**config.mk**
```make
export PLATFORM = sky130hd
export DESIGN_NAME = cnn_mac_seq
export DESIGN_NICKNAME = d
export VERILOG_FILES = /design/src/rtl/cnn_mac_pkg.sv /design/src/rtl/cnn_mac_seq_mul.sv /design/src/rtl/cnn_mac_seq.sv
export SDC_FILE = /design/constraint.sdc
export NUM_CORES = 1
export LEC_CHECK = 0
export ABC_CLOCK_PERIOD_IN_PS = 16100
export BUFFER_PORTS_ARGS = -buffer_cell sky130_fd_sc_hd__buf_2
export CAP_MARGIN = 20
export CORE_ASPECT_RATIO = 1.4
export CORE_MARGIN = 1
export CORE_UTILIZATION = 35
export CTS_CLUSTER_SIZE = 30
export DETAILED_ROUTE_END_ITERATION = 10
export GPL_TIMING_DRIVEN = 0
export SYNTH_ARGS = -nofsm -noshare
export SYNTH_HDL_FRONTEND = slang
export SYNTH_SLANG_ARGS = --single-unit
```
**constraint.sdc**
```tcl
create_clock -name ap_clk -period 16.1 [get_ports ap_clk]
set_input_delay 4.83 -clock ap_clk [delete_from_list [all_inputs] [get_ports ap_clk]]
set_output_delay 4.83 -clock ap_clk [all_outputs]
set_load 0.02 [all_outputs]
```
**src/rtl/cnn_mac_pkg.sv**
```systemverilog
// Shared types and helpers for the conv2 MAC sequencer.
// Holds the FSM state encoding, operand widths and the result saturation function.
package cnn_mac_pkg;

  typedef enum logic [2:0] {
    IDLE,
    RUN,
    DRAIN,
    OUT,
    DONE
  } state_t;

  localparam int unsigned W_W = 8;
  localparam int unsigned X_W = 14;
  localparam int unsigned P_W = 22;

  // Clamp a sign-extended value into the signed range of an ow-bit result.
  function automatic logic signed [63:0] sat(input logic signed [63:0] v,
                                             input int unsigned ow);
    logic signed [63:0] hi;
    logic signed [63:0] lo;
    hi = (64'sd1 <<< (ow - 1)) - 64'sd1;
    lo = -(64'sd1 <<< (ow - 1));
    if (v > hi)      return hi;
    else if (v < lo) return lo;
    else             return v;
  endfunction

endpackage

```
**src/rtl/cnn_mac_seq_mul.sv**
```systemverilog
// Combinational signed 8b x 14b -> 22b multiply; the product register lives in the parent.
module cnn_mac_seq_mul
  import cnn_mac_pkg::*;
(
  input  logic signed [W_W-1:0] a,
  input  logic signed [X_W-1:0] b,
  output logic signed [P_W-1:0] p
);

  logic signed [P_W-1:0] ae;
  logic signed [P_W-1:0] be;

  assign ae = $signed({{(P_W - W_W){a[W_W-1]}}, a});
  assign be = $signed({{(P_W - X_W){b[X_W-1]}}, b});
  assign p  = ae * be;

endmodule

```
**src/rtl/cnn_mac_seq.sv**
```systemverilog
// Dot-product sequencer: streams LEN weight/activation pairs through one shared
// multiplier, accumulates onto a bias, then shifts and saturates the result.
module cnn_mac_seq
  import cnn_mac_pkg::*;
#(
  parameter int unsigned ADDR_W = 10,
  parameter int unsigned LEN_W  = 11,
  parameter int unsigned ACC_W  = 32,
  parameter int unsigned OUT_W  = 16
) (
  input  logic              ap_clk,
  input  logic              ap_rst,
  input  logic              ap_start,
  output logic              ap_done,
  output logic              ap_idle,
  output logic              ap_ready,
  input  logic [LEN_W-1:0]  len,
  input  logic [ACC_W-1:0]  bias,
  input  logic [4:0]        shift,
  output logic [ADDR_W-1:0] w_address0,
  output logic              w_ce0,
  input  logic [W_W-1:0]    w_q0,
  output logic [ADDR_W-1:0] x_address0,
  output logic              x_ce0,
  input  logic [X_W-1:0]    x_q0,
  output logic [OUT_W-1:0]  result
);

  localparam logic [LEN_W-1:0] MAX_LEN = LEN_W'(2 ** ADDR_W);

  state_t                    state;
  logic [LEN_W-1:0]          len_r;
  logic [LEN_W-1:0]          k;
  logic [4:0]                shift_r;
  logic signed [ACC_W-1:0]   acc;
  logic signed [P_W-1:0]     prod_r;
  logic signed [P_W-1:0]     prod_w;
  logic                      ce_r;
  logic                      vq;
  logic                      vp;
  logic                      dcnt;
  logic [LEN_W-1:0]          len_c;
  logic signed [ACC_W-1:0]   acc_sh;

  cnn_mac_seq_mul u_mul (
    .a (w_q0),
    .b (x_q0),
    .p (prod_w)
  );

  assign len_c      = (len > MAX_LEN) ? MAX_LEN : len;
  assign acc_sh     = acc >>> shift_r;
  assign w_address0 = k[ADDR_W-1:0];
  assign x_address0 = k[ADDR_W-1:0];
  assign w_ce0      = ce_r;
  assign x_ce0      = ce_r;
  assign ap_ready   = ap_done;

  always_ff @(posedge ap_clk) begin
    if (ap_rst) begin
      state   <= IDLE;
      ap_done <= 1'b0;
      ap_idle <= 1'b1;
      ce_r    <= 1'b0;
      k       <= '0;
      len_r   <= '0;
      shift_r <= '0;
      acc     <= '0;
      prod_r  <= '0;
      vq      <= 1'b0;
      vp      <= 1'b0;
      dcnt    <= 1'b0;
      result  <= '0;
    end else begin
      // Valid bits follow each issued tap: BRAM read, then product, then accumulate.
      vq     <= ce_r;
      vp     <= vq;
      prod_r <= prod_w;
      if (vp) acc <= acc + ACC_W'(prod_r);

      ap_done <= 1'b0;
      ap_idle <= 1'b0;

      case (state)
        IDLE, DONE: begin
          if (ap_start) begin
            len_r   <= len_c;
            shift_r <= shift;
            acc     <= $signed(bias);
            k       <= '0;
            if (len_c != '0) begin
              state <= RUN;
              ce_r  <= 1'b1;
            end else begin
              state <= OUT;
            end
          end else begin
            state   <= IDLE;
            ap_idle <= 1'b1;
          end
        end
        RUN: begin
          k <= k + LEN_W'(1);
          if (k == len_r - LEN_W'(1)) begin
            state <= DRAIN;
            ce_r  <= 1'b0;
            dcnt  <= 1'b0;
          end
        end
        DRAIN: begin
          dcnt <= 1'b1;
          if (dcnt) state <= OUT;
        end
        OUT: begin
          result  <= OUT_W'(sat({{(64 - ACC_W){acc_sh[ACC_W-1]}}, acc_sh}, OUT_W));
          state   <= DONE;
          ap_done <= 1'b1;
        end
        default: state <= IDLE;
      endcase
    end
  end

endmodule
```
Word-level counts from Yosys, hierarchy flattened
Index checks and enable logic that the tools add are counted.

cells by class
  add/sub/neg operators = 3
  shift operators = 1
  magnitude comparators = 3
  equal/unequal tests = 9
  multiply operators = 1
  mux-type cells = 21
  reductions and logical operators = 10

operators with widths
  kind                   number
  $mux 32                3
  $add 32x22->32         1
  $gt 32x16->1 const B   1
  $lt 32x16->1 const B   1
  $mux 16                2
  $sshr 32x5->32         1
  $mul 8x14->22          1
  $mux 11                2
  $pmux 11 s2            1
  $pmux 3 s4             1
  $add 11x1->11 const B  1
  $eq 11x11->1           1
  $gt 11x11->1 const B   1
  $reduce_bool 11->1     1
  $sub 11x1->11 const B  1
  $mux 3                 3
  $ne 2x2->1 const B     4
  $reduce_and 2->1       4
  $eq 3x2->1 const B     2
  $mux 1                 6
  $pmux 1 s2             2
  $reduce_and 4->1       1
  $reduce_bool 2->1      2
  $eq 3x1->1 const B     1
  other kinds (4)        4

word-level totals
  bits of input ports = 73
  output and inout bits = 41
  bits in registers = 106
  logic and storage cells = 61

Logic depth before layout (Yosys ltp)
Gate-level depths: netlist (run 1).

  depth in word-level cells = 6
  gate-level depth with buffers = 20
  gate-level depth less buffers = 19

Modules after synthesis
Synthesis (run 1) repeated with hierarchy kept, for this count alone.

second synthesis, totals
  cell total of the unflattened synthesis = 1500
  area total of the unflattened synthesis = 12299.3 um^2

modules (own cells, without submodules)
  module           area each (um^2)  sequential area each (um^2)  cells each  instances
  cnn_mac_seq      8214.1            2122.0                       1029        1
  cnn_mac_seq_mul  4085.2            0.0                          471         1

Least setup slack after synthesis (run 1)
OpenSTA, ideal clock, no wires.

  path type = input to register
  start point = input port w_q0[7]
  end point = register prod_r[21]
  buffers on the path = 1
  slack = 6307 ps
  required time = 15972 ps
  stages = 18
  arrival = 9666 ps
  setup time = 128 ps
  cell sequence = inv_1 > clkbuf_1 > nor2_1 > fa_1 > fa_1 > fa_1 > inv_1 > fa_1 > inv_1 > ha_1 > a2111o_1 > or2_2 > o311a_1 > a41o_1 > o41ai_1 > o21ai_0 > xnor2_1 > nor2_1

on the way
  cells in the longest elaborated chain, start to end = 1

ends and longest elaborated chain
  what                    RTL line               RTL
  start: declaration      cnn_mac_seq.sv:22      input logic [W_W-1:0] w_q0,
  $mul 8x14->22           cnn_mac_seq_mul.sv:15  assign p = ae * be;
  end signal: assignment  cnn_mac_seq.sv:78      prod_r <= prod_w;
  end: declaration        cnn_mac_seq.sv:36      logic signed [P_W-1:0] prod_r;

No other way between the ends.
A chain may end at the register's enable or synchronous reset.

Final worst setup path (run 1)
Same ends and word-level chain as after synthesis.

==> summary.txt, run 1 <==
Drt
  • DRC errors left: 0
  • Wire per inst: between 15 and 20 µm
  • Pre-antenna DRT Iters: 5
  • Routed WL: about 35000 µm
  • Total number of vias: ~11000
  • Initial DRC Count: ~450
  • Antenna Nets Post-Route: 0
  • Vias per cell: between 5 and 6

Synthesis
  • Syn Std Cell Area: ~12000 µm²
  • Top-count cell post-synth: inv_1
  • Simple-gate share of the synthesized area: 20.3%
  • Flop and latch count out of synthesis: around 110
  • Post-synth top flop: dfxtp_1
  • Synth Area in XOR/XNOR: under 10%
  • Yosys cell types: between 60 and 70
  • Post-synthesis mux area share: 7.35%
  • Largest family of logic cells by synthesized area: adder cells
  • Yosys top cell by area: dfxtp_1
  • EDFF count, synth: 0
  • Ys async rst share: 0%
  • Synthesized area per cell: approximately 8 µm²
  • Post-synth top cells: inv_1 (141), nor2_1 (134), nand2_1 (130), dfxtp_1 (106), a21oi_1 (102)
  • Post-Synth Adder-Cell Area: a little under a quarter
  • Share of the yosys chip area belonging to registers: around 18%
  • Mapped Cells: 1448
  • Syn nets: roughly 1700
  • Yosys warns: 0
  • Synth top area share: between 10% and 20%
  • Top cells by area, synth: dfxtp_1 (18%), fa_1 (16%), ha_1 (7.9%), inv_1 (4.5%), a21oi_1 (4.3%)
  • Synth Area in Compound Gates: between 15 and 20%

Timing
  • Final Hold Viols: 0
  • Setup Viol. Count Final: 0
  • Max Clock Skew: ~0.012 ns
  • TNS Setup: 0 ns
  • Tcrit/Tclk final: between 60 and 70%
  • Fmax: ~0.099 GHz
  • Worst-margin pin slew: 0.850 ns
  • Fin crit period: ~10 ns
  • Final Slew Violations: 0
  • RSZ-0062 raised after global routing: false
  • Slew margin rel.: between 40% and 50%

Min path
  • Min-Delay Path Class: reg2reg
  • Hold_sp: result[15]
  • Worst Hold Depth: 2
  • Hold Path End: result[15]

Clocking
  • CTS buffer count: 9
  • Root Driver: clkbuf_16
  • Clock Latency Late Sink: 0.37 ns
  • CTS clk-pin slew, worst paths: 0.08 ns
  • CTS H-Tree Depth: 3
  • Number of gates resized after CTS: 0
  • CTS tree: built
  • Post-CTS setup repair buffer count: 0
  • Post-CTS Hold Fix Bufs: 0
  • Clk sinks: between 100 and 150
  • Clock Path Buffers: 2

Finish
  • Fillcell total: between 3000 and 4000
  • Ant diodes: 0
  • Synth-to-Final Area Change: 12.3%
  • Final std cells w/o fill: 2022
  • Layout cells sized above 1: between 10 and 15%
  • # nets final: 1811

Place
  • Port bufs: approximately 110
  • Cells after DPL: 2006
  • GP Congestion: approximately 0.96
  • Hpwl dp: a little under 30000 µm

Power and ir drop
  • Pwr Density: between 100 and 150 nW/µm²
  • Pwr Total: roughly 0.0015 W
  • Peak VDD IR: 47.1 µV
  • Leak: 5.90 nW

Run status
  • Outcome: finished, final reports clean

Worst setup path
  • WS Path Type: in2reg
  • Setup crit start kind: input pin
  • Worst reg2reg path depth: 9
  • Critical Path RT: 16.33 ns
  • Worst EP arrival: between 10 and 15 ns
  • CP Max Fanout: 10
  • Flop-to-flop setup slack: 12.52 ns
  • RR Startpoint: shift_r[0]
  • FF-to-FF End: result[8]
  • CP Capture Type: flip-flop

Die
  • Cell row count: between 70 and 80
  • I/O pins: 114
  • Initial Util: 35.5%
  • Core box area: around 33000 µm²
  • Chip width: about 160 µm
  • Die area: 34400 µm²
  • Die height: 219 µm

Global route
  • Vias in the first global route: about 10000
  • First-pass GRT wire length: 55100 µm
  • GR Util All Layers: between 20% and 30%
  • Grt ovf: 0
  • Largest net degree at the start of global routing: 18
  • Number of antenna violations at the first check in global routing: 0

Flow run
  • Max-cap violations: 0
==> final cells by class <==
class | count | area, µm² | share of cell area, %
Multi-Input combinational cell | 1105 | 8650 | 65.3
Buffer | 94 | 488 | 3.68
Tap cell | 445 | 557 | 4.20
Clock buffer | 11 | 243 | 1.83
Sequential cell | 106 | 2120 | 16.0
Timing Repair Buffer | 113 | 564 | 4.26
Inverter | 143 | 537 | 4.05
Clock inverter | 5 | 86.3 | 0.652
==> critical path, stage by stage <==
cell	delay [ns]
buf_2	0.14
inv_1	0.12
clkbuf_1	0.46
nor2_1	0.15
fa_1	0.52
fa_1	0.51
fa_1	0.54
inv_1	0.05
fa_1	0.52
inv_1	0.04
ha_1	0.34
a2111o_1	0.50
or2_2	0.30
o311a_1	0.17
a41o_1	0.28
o41ai_1	0.40
o21ai_0	0.20
xnor2_1	0.17
nor2_1	0.05
==> through the flow <==
stage | worst slack (ns) | hold slack (ns) | util (%) | cell area, µm²
4_1_cts | 5.95 | 0.475 | 39.9 | 13200
3_3_place_gp | 5.54 | 0.432 | 38.9 | 12900
6_report | 6.02 | 0.474 | 39.9 | 13200
5_1_grt | 5.76 | 0.506 | 39.9 | 13200
3_5_place_dp | 5.57 | 0.455 | 38.9 | 12900
2_1_floorplan | 6.31 | 0.414 | - | 11800
==> cells by family after synthesis <==
logic type / after synthesis
xor+xnor: 57
buf+inv: 237
fa+ha+maj: 166
flops: 106
compound gates: 323
mux: 70
simple gates: 489
==> how the worst max path moves through the flow <==
| stage | from | end | slack [ns] | depth (start not counted) |
|---|---|---|---|---|
| 6_report | w_q0[7] | prod_r[21] | 6.02 | 19 |
| 3_3_place_gp | w_q0[7] | prod_r[21] | 5.54 | 19 |
| 2_1_floorplan | w_q0[7] | prod_r[21] | 6.31 | 18 |
| 4_1_cts | w_q0[7] | prod_r[21] | 5.95 | 19 |
| 5_1_grt | w_q0[7] | prod_r[21] | 5.76 | 19 |
| 3_5_place_dp | w_q0[7] | prod_r[21] | 5.57 | 19 |
==> cells in the final DEF (no fill, tap or decap), drive strengths merged, types with 9 or more instances in the layout <==
| cell | n |
|---|---|
| a211oi | 47 |
| a21o | 14 |
| a21oi | 102 |
| a31oi | 10 |
| and2 | 79 |
| buf | 159 |
| clkbuf | 59 |
| dfxtp | 106 |
| fa | 92 |
| ha | 74 |
| inv | 143 |
| mux2 | 13 |
| mux2i | 45 |
| mux4 | 12 |
| nand2 | 130 |
| nand2b | 14 |
| nand3 | 22 |
| nand3b | 10 |
| nor2 | 134 |
| nor2b | 23 |
| nor3 | 27 |
| o211ai | 20 |
| o21a | 12 |
| o21ai | 55 |
| or2 | 9 |
| xnor2 | 32 |
| xor2 | 25 |
==> layer usage <==
metal	vias up	routed length [µm]	track usage (%)
met4	0	1730	10.9
met1	5014	14000	22.9
met2	294	18300	38.8
met5	-	0	0
li1	5186	-	-
met3	89	1350	1.64
==> where the power goes <==
part | leakage [nW] | total [W] | internal, W | switching (W)
Sequential | 0.871 | 0.000336 | 0.000303 | 0.0000334
Clock | 0.154 | 0.000253 | 0.000142 | 0.000111
Combinational | 4.88 | 0.000942 | 0.000402 | 0.000540
Total | 5.90 | 0.00153 | 0.000847 | 0.000684
==> sequential cells by signal, summed over array words and instances, names as in the netlist <==
name	cells
k	11
state	3
ap_idle	1
ap_done	1
acc	32
vp	1
dcnt	1
prod_r	22
result	16
w_ce0	1
len_r	11
shift_r	5
vq	1
No activity file was read; power rests on OpenSTA's default activity.
==> run 2: changes to the inputs <==
--- a/config.mk
+++ b/config.mk
@@ -5,7 +5,8 @@
 export SDC_FILE = /design/constraint.sdc
 export NUM_CORES = 1
 export LEC_CHECK = 0
-export ABC_CLOCK_PERIOD_IN_PS = 16100
+export ABC_AREA = 1
+export ABC_CLOCK_PERIOD_IN_PS = 9100
 export BUFFER_PORTS_ARGS = -buffer_cell sky130_fd_sc_hd__buf_2
 export CAP_MARGIN = 20
 export CORE_ASPECT_RATIO = 1.4
==> constraint.sdc (replaced) <==
create_clock -name ap_clk -period 9.1 [get_ports ap_clk]
set_input_delay 2.73 -clock ap_clk [delete_from_list [all_inputs] [get_ports ap_clk]]
set_output_delay 2.73 -clock ap_clk [all_outputs]
set_load 0.02 [all_outputs]
==> run 2 against run 1 <==
  * Clock skew down 0.00066 ns
  * Routed wire length increased by 6.6%
  * Sequential power grew 95%
  * Die area increased by 3.2%
  * Cell area increased by 2.0%
  * Power rose by 120%
  * Clock power increased by 48%
  * Critical path type unchanged
==> summary.txt, run 2 <==
Run status
  • Outcome: finished, final reports clean (unchanged)

Timing
  • Setup Viol. Count Final: 0 (unchanged)
  • RSZ-0062 raised after global routing: false (unchanged)
  • Final Slew Violations: 0 (unchanged)
  • Fmax: 0.129 GHz
  • Final Hold Viols: 0 (unchanged)
  • Worst-margin pin slew: 0.904 ns (was 0.850 ns)
  • Fin crit period: 7.77 ns
  • Slew margin rel.: 39.3% (was 43.3%)
  • Max Clock Skew: 0.0109 ns (was 0.0115 ns)
  • Tcrit/Tclk final: 85.4%
  • TNS Setup: 0 ns (unchanged)

Drt
  • Initial DRC Count: 632 (was 453)
  • Wire per inst: 15.4 µm (was 17.5 µm)
  • Routed WL: 37600 µm (was 35300 µm)
  • DRC errors left: 0 (unchanged)
  • Total number of vias: 12200 (was 10600)
  • Uppermost layer routed: met5 (was met4)
  • Pre-antenna DRT Iters: 5 (unchanged)
  • Metal3 WL: 1160 µm (was 1350 µm)
  • Met1 wire length: 15100 µm (was 14000 µm)
  • Met2 WL: 19800 µm (was 18300 µm)
  • Antenna Nets Post-Route: 0 (unchanged)
  • Vias per cell: 5.02 (was 5.23)

Clocking
  • Number of gates resized after CTS: 0 (unchanged)
  • CTS clk-pin slew, worst paths: 0.07 ns (was 0.08 ns)
  • Post-CTS setup repair buffer count: 0 (unchanged)
  • Clock Latency Late Sink: 0.36 ns (was 0.37 ns)
  • Clock Path Buffers: 2 (unchanged)
  • Clk sinks: 106 (unchanged)
  • CTS buffer count: 9 (unchanged)
  • CTS H-Tree Depth: 3 (unchanged)
  • CTS tree: built (unchanged)
  • Root Driver: clkbuf_16 (unchanged)
  • Post-CTS Hold Fix Bufs: 0 (unchanged)

Power and ir drop
  • Logic pwr share: 68.8% (was 61.5%)
  • Sw Share: 52.7% (was 44.7%)
  • Pwr Total: 0.00330 W (was 0.00153 W)
  • Peak VDD IR: 93.3 µV (was 47.1 µV)
  • Pwr Density: 244 nW/µm² (was 116 nW/µm²)
  • Sequential share of power: 19.8% (was 22.0%)
  • Leak: 6.87 nW (was 5.90 nW)
  • Sw Pwr: 0.00174 W (was 0.000684 W)
  • Clk pwr share: 11.4% (was 16.5%)
  • Int Pwr: 0.00156 W (was 0.000847 W)

Worst setup path
  • Critical Path RT: 9.39 ns (was 16.33 ns)
  • Flop-to-flop setup slack: 6.41 ns (was 12.52 ns)
  • Worst reg2reg path depth: 13 (was 9)
  • CP cell instances: buf_2, clkbuf_1, nand2_1, fa_1, inv_1, fa_1, fa_1, inv_1, fa_1, inv_1, ha_1, nand2_1, nor3_1, nand2_1, o311ai_0, o21ai_0, a21oi_1 (was buf_2, inv_1, clkbuf_1, nor2_1, fa_1, fa_1, fa_1, inv_1, fa_1, inv_1, ha_1, a2111o_1, or2_2, o311a_1, a41o_1, o41ai_1, o21ai_0, xnor2_1, nor2_1)
  • Cell mode on critical path: fa_1 (unchanged)
  • Slowest-stage cell, CP: fa_1 (unchanged)
  • CP Capture Type: flip-flop (unchanged)
  • RR Startpoint: prod_r[21] (was shift_r[0])
  • CP Max Fanout: 10 (unchanged)
  • Largest stage delay, worst path: 0.65 ns (was 0.54 ns)
  • WS Path Type: in2reg (unchanged)
  • CP endpoint: prod_r[21] (unchanged)
  • Launch point of the worst path: w_q0[2] (was w_q0[7])
  • Worst EP arrival: 8.06 ns (was 10.32 ns)
  • FF-to-FF End: acc[31] (was result[8])
  • Setup crit start kind: input pin (unchanged)

Finish
  • Commonest non-fill, non-tap cell in the layout: nand2_1 (was inv_1)
  • Top flop regs: acc x32, prod_r x22, result x16 (unchanged)
  • Most frequent cells in the layout: nand2_1 (444), inv_1 (301), a21oi_1 (183) (was inv_1 (141), nor2_1 (134), nand2_1 (130))
  • # nets final: 2217 (was 1811)
  • Synth-to-Final Area Change: 10.9% (was 12.3%)
  • Layout cells sized above 1: 9.48% (was 12.9%)
  • Max reg flops: 32 (unchanged)
  • Fillcell total: 3705 (was 3512)
  • Largest Register: acc (unchanged)
  • Fin util: 39.6% (was 39.9%)

Die
  • Core box area: 34100 µm² (was 33200 µm²)
  • Initial Util: 35.7% (was 35.5%)
  • Die area: 35600 µm² (was 34400 µm²)
  • Chip width: 160 µm (was 157 µm)
  • Cell row count: 80 (was 79)
  • I/O pins: 114 (unchanged)
  • Die height: 223 µm (was 219 µm)

Synthesis
  • Mapped Cells: 1869 (was 1448)
  • Top cells by area, synth: dfxtp_1 (17%), fa_1 (15%), nand2_1 (14%), inv_1 (9.3%), ha_1 (7.6%) (was dfxtp_1 (18%), fa_1 (16%), ha_1 (7.9%), inv_1 (4.5%), a21oi_1 (4.3%))
  • Syn nets: 2108 (was 1687)
  • Synth top area share: 17.4% (was 18.0%)
  • Yosys warns: 0 (unchanged)
  • Post-synth top flop: dfxtp_1 (unchanged)
  • Synthesized area per cell: 6.52 µm² (was 8.14 µm²)
  • Top-count cell post-synth: nand2_1 (was inv_1)
  • Ys async rst share: 0% (unchanged)
  • Post-synth top cells: nand2_1 (444), inv_1 (301), a21oi_1 (183), nand3_1 (145), o21ai_0 (133) (was inv_1 (141), nor2_1 (134), nand2_1 (130), dfxtp_1 (106), a21oi_1 (102))
  • Yosys cell types: 51 (was 69)
  • EDFF count, synth: 0 (unchanged)
  • Yosys top cell by area: dfxtp_1 (unchanged)
  • Flop and latch count out of synthesis: 106 (unchanged)
  • Syn Std Cell Area: 12200 µm² (was 11800 µm²)
  • Share of the yosys chip area belonging to registers: 17.4% (was 18.0%)

Place
  • Hpwl dp: 31700 µm (was 29200 µm)
  • GP Congestion: 0.925 (was 0.961)
  • Port bufs: 98 (was 112)

Global route
  • First-pass GRT wire length: 60300 µm (was 55100 µm)
  • Grt ovf: 0 (unchanged)
  • Vias in the first global route: 12100 (was 10500)
  • Largest net degree at the start of global routing: 18 (unchanged)
  • Number of antenna violations at the first check in global routing: 2 (was 0)
  • GR Util All Layers: 21.3% (was 20.7%)

Flow run
  • Max-cap violations: 0 (unchanged)

Min path
  • Min-Delay Path Class: reg2reg (unchanged)
-- run 2: cell types whose count changed in the layout (fill, tap and decap cells not counted), sizes merged, moves of 42 or more --
cell	change
nand3	+127
and2	-78
nand2	+322
inv	+162
a21oi	+81
o21ai	+86
a211oi	-42
mux2i	-43
-- run 2: power by group through the flow --
| stage | Combinational, W | Sequential (W) | Clock [W] |
|---|---|---|---|
| after CTS | 0.00227 | 0.000654 | 0.000377 |
| after detailed placement | 0.00225 | 0.000665 | 0 |
| after global routing | 0.00260 | 0.000667 | 0.000393 |
| after floorplan | 0.00172 | 0.000642 | 0 |
| after global placement | 0.00223 | 0.000662 | 0 |
| final | 0.00227 | 0.000654 | 0.000375 |
-- run 2: cell type report --
class                      count  area, µm²  area share, %
multi-input combinational   1350       8350           61.8
antenna                        1       2.50         0.0185
timing repair buffer          98        490           3.63
sequential                   106       2120           15.7
clock inverter                 5       40.0          0.296
buffer                       107        559           4.14
tap                          451        564           4.18
inverter                     306       1150           8.50
clock buffer                  11        233           1.72
-- run 2: worst min path at each step --
| stage | start | endpoint | slack (ns) | depth (start not counted) |
|---|---|---|---|---|
| after floorplan | vq | vp | 0.39 | 2 |
| after global placement | vq | vp | 0.40 | 2 |
| after detailed placement | vq | vp | 0.41 | 2 |
| after CTS | vq | vp | 0.42 | 2 |
| after global routing | vq | vp | 0.45 | 2 |
| final | vq | vp | 0.42 | 2 |
-- run 2: logic make-up (layout without fill, tap and decap cells) --
kind of cell    count (synthesis)  in the layout  synth area share (%)
simple gates                  775            775                  26.9
buf+inv                       413            527                  14.0
compound gates                378            378                  16.6
fa+ha+maj                     166            166                  22.7
flops                         106            106                  17.4
xor+xnor                       29             29                  2.20
mux                             2              2                 0.164
other cells                     0              1                     0
-- run 2: critical path, delay by kind of cell --
kind	cells	cell delay, ns
AOI/OAI and AO/OA	3	0.94
buffers and inverters	5	0.87
and+or+nand+nor	4	0.91
adders and majority gates	5	2.62
-- run 2: per-stage QoR --
step           hold slack (ns)  worst slack (ns)  instance area, µm²  cells
6_report                 0.420              1.33               13500   2435
5_1_grt                  0.447              1.01               13500   2435
4_1_cts                  0.419              1.36               13500   2434
3_5_place_dp             0.406             0.984               13200   2418
3_3_place_gp             0.396              1.04               13200   2418
2_1_floorplan            0.388              2.10               12200   1869
-- run 2: layer usage --
layer / global-route usage, % / vias to the layer above
met4: 9.55 / 2
met1: 23.3 / 5684
met2: 40.9 / 285
met5: 0 / -
li1: - / 6159
met3: 1.90 / 83
==> run 3: changes to the inputs <==
--- a/config.mk
+++ b/config.mk
@@ -14,7 +14,6 @@
 export CORE_UTILIZATION = 35
 export CTS_CLUSTER_SIZE = 30
 export DETAILED_ROUTE_END_ITERATION = 10
-export GPL_TIMING_DRIVEN = 0
 export SYNTH_ARGS = -nofsm -noshare
 export SYNTH_HDL_FRONTEND = slang
 export SYNTH_SLANG_ARGS = --single-unit
==> run 3 against run 2 <==
  * Hold slack lost 0.014 ns
  * Register-to-register slack got worse by 0.38 ns
  * Routed wire length shrank 7.9%
==> summary.txt, run 3 (synthesis gave the netlist of run 2 again) <==
Worst setup path
  • RR Startpoint: shift_r[0] (was prod_r[21])
  • Critical Path RT: 9.38 ns (was 9.39 ns)
  • Worst reg2reg path depth: 16 (was 13)
  • FF-to-FF End: result[7] (was acc[31])
  • CP Capture Type: flip-flop (unchanged)
  • Flop-to-flop setup slack: 6.03 ns (was 6.41 ns)
  • Largest stage delay, worst path: 0.54 ns (was 0.65 ns)
  • WS Path Type: in2reg (unchanged)
  • CP cell instances: buf_2, inv_1, or2_2, fa_1, fa_1, inv_1, fa_1, inv_1, fa_1, inv_1, ha_1, a21oi_1, nand2_1, a21oi_1, o21ai_1, a21boi_0, o21ai_1, nand3_1, nand3_1, nand2_1, nor2_1 (was buf_2, clkbuf_1, nand2_1, fa_1, inv_1, fa_1, fa_1, inv_1, fa_1, inv_1, ha_1, nand2_1, nor3_1, nand2_1, o311ai_0, o21ai_0, a21oi_1)
  • CP Max Fanout: 15 (was 10)
  • Worst EP arrival: 7.41 ns (was 8.06 ns)
  • Slowest-stage cell, CP: fa_1 (unchanged)
  • Setup crit start kind: input pin (unchanged)

Place
  • Setup WS pre-CTS: 1.56 ns (was 0.984 ns)
  • Dpl cell area: 12800 µm² (was 13200 µm²)
  • GP Congestion: 0.934 (was 0.925)
  • Hpwl dp: 28000 µm (was 31700 µm)
  • Cells after DPL: 2336 (was 2418)
  • Port bufs: 113 (was 98)

Clocking
  • Clock Path Buffers: 2 (unchanged)
  • Root Driver: clkbuf_16 (unchanged)
  • Clk sinks: 106 (unchanged)
  • CTS clk-pin slew, worst paths: 0.08 ns (was 0.07 ns)
  • Post-CTS setup repair buffer count: 0 (unchanged)
  • Number of gates resized after CTS: 0 (unchanged)
  • Post-CTS Hold Fix Bufs: 0 (unchanged)
  • Clock Latency Late Sink: 0.38 ns (was 0.36 ns)
  • CTS H-Tree Depth: 3 (unchanged)
  • CTS buffer count: 9 (unchanged)
  • CTS tree: built (unchanged)

Die
  • Die height: 223 µm (unchanged)
  • Chip width: 160 µm (unchanged)
  • Initial Util: 35.7% (unchanged)
  • Cell row count: 80 (unchanged)
  • Die area: 35600 µm² (unchanged)
  • I/O pins: 114 (unchanged)
  • Core box area: 34100 µm² (unchanged)

Drt
  • Antenna Nets Post-Route: 0 (unchanged)
  • Initial DRC Count: 607 (was 632)
  • Wire per inst: 14.7 µm (was 15.4 µm)
  • Total number of vias: 11700 (was 12200)
  • Pre-antenna DRT Iters: 7 (was 5)
  • Routed WL: 34600 µm (was 37600 µm)
  • Vias per cell: 4.99 (was 5.02)
  • DRC errors left: 0 (unchanged)

Finish
  • Commonest non-fill, non-tap cell in the layout: nand2_1 (unchanged)
  • # nets final: 2136 (was 2217)
  • Synth-to-Final Area Change: 8.14% (was 10.9%)
  • Top flop regs: acc x32, prod_r x22, result x16 (unchanged)
  • Most frequent cells in the layout: nand2_1 (443), inv_1 (301), a21oi_1 (183) (was nand2_1 (444), inv_1 (301), a21oi_1 (183))
  • Final instance area: 13200 µm² (was 13500 µm²)
  • Max reg flops: 32 (unchanged)
  • Ant diodes: 0 (was 1)
  • Final std cells w/o fill: 2353 (was 2435)
  • Largest Register: acc (unchanged)
  • Layout cells sized above 1: 9.20% (was 9.48%)

Global route
  • Number of antenna violations at the first check in global routing: 1 (was 2)
  • First-pass GRT wire length: 56500 µm (was 60300 µm)
  • GR Util All Layers: 19.8% (was 21.3%)
  • Largest net degree at the start of global routing: 69 (was 18)
  • Grt ovf: 0 (unchanged)
  • Vias in the first global route: 11500 (was 12100)

Min path
  • Min-Delay Path Class: reg2reg (unchanged)
  • Hold Path End: vp (unchanged)
  • Worst Hold Depth: 2 (unchanged)
  • Hold_sp: vq (unchanged)

Power and ir drop
  • Sw Share: 52.8% (was 52.7%)
  • Logic pwr share: 67.2% (was 68.8%)
  • Peak VDD IR: 88.4 µV (was 93.3 µV)
  • Leak: 6.73 nW (was 6.87 nW)
  • Clk pwr share: 12.5% (was 11.4%)
  • Pwr Density: 248 nW/µm² (was 244 nW/µm²)
  • Sw Pwr: 0.00172 W (was 0.00174 W)
  • Sequential share of power: 20.3% (was 19.8%)
  • Int Pwr: 0.00154 W (was 0.00156 W)

Timing
  • Setup Viol. Count Final: 0 (unchanged)
  • Setup ws final: 1.96 ns (was 1.33 ns)
  • Worst-margin pin slew: 0.989 ns (was 0.904 ns)
  • Final Hold Viols: 0 (unchanged)
  • Tcrit/Tclk final: 78.4% (was 85.4%)
  • Max Clock Skew: 0.00939 ns (was 0.0109 ns)
  • Fin crit period: 7.14 ns (was 7.77 ns)
  • Slew margin rel.: 34.0% (was 39.3%)
  • RSZ-0062 raised after global routing: false (unchanged)
  • Fmax: 0.140 GHz (was 0.129 GHz)
  • Final Slew Violations: 0 (unchanged)
  • TNS Setup: 0 ns (unchanged)

Run status
  • Outcome: finished, final reports clean (unchanged)

Flow run
  • Max-cap violations: 0 (unchanged)
[run 3: cell types whose count changed in the layout (fill, tap and decap cells not counted), moves of 4 or more]
cell / previous run / this run
buf_1: 5 / 0
buf_2: 108 / 113
buf_4: 26 / 9
buf_6: 4 / 0
clkbuf_1: 62 / 0
[run 3: through the flow]
| step | hold WS, ns | power, W | util [%] |
|---|---|---|---|
| floorplan | 0.388 | 0.00236 | - |
| global placement | 0.399 | 0.00282 | 37.6 |
| detailed placement | 0.399 | 0.00286 | 37.6 |
| CTS | 0.411 | 0.00328 | 38.5 |
| global route | 0.436 | 0.00364 | 38.6 |
| finish | 0.406 | 0.00327 | 38.6 |
[run 3: worst max path at each step]
stage / to / depth (start not counted) / slack [ns] / startpoint
floorplan: prod_r[18] / 20 / 2.10 / x_q0[0]
global placement: prod_r[18] / 21 / 1.66 / w_q0[7]
detailed placement: prod_r[18] / 21 / 1.56 / w_q0[7]
CTS: prod_r[18] / 21 / 1.96 / w_q0[7]
global route: prod_r[17] / 20 / 1.61 / w_q0[7]
finish: prod_r[18] / 21 / 1.96 / w_q0[7]
[run 3: cell type report]
type                       instances  area, µm²
fill                            3752      21000
multi-input combinational       1350       8350
sequential                       106       2120
inverter                         306       1150
timing repair buffer             124        688
tap                              451        564
clock buffer                       9        225
clock inverter                     7       70.1
[run 3: metal layers]
metal  GRT usage [%]  wire length (µm)  part of all wire [%]
met5               0                10                 0.029
met4            8.90              1350                   3.9
met3            2.03               901                   2.6
met2            37.2             18000                    52
met1            22.2             14400                    41
[run 3: power by group through the flow]
stage          combinational (W)  clock, W  sequential [W]
5_1_grt                  0.00253  0.000433        0.000675
3_3_place_gp             0.00215         0        0.000673
6_report                 0.00220  0.000408        0.000663
2_1_floorplan            0.00172         0        0.000642
3_5_place_dp             0.00219         0        0.000674
4_1_cts                  0.00220  0.000415        0.000663
[run 3: worst max-delay path: cells and delay by family]
| kind | cells | cell delay, ns |
|---|---|---|
| AOI/OAI and AO/OA | 5 | 0.98 |
| adders and majority gates | 5 | 2.45 |
| buffers and inverters | 5 | 0.43 |
| and+or+nand+nor | 6 | 0.79 |
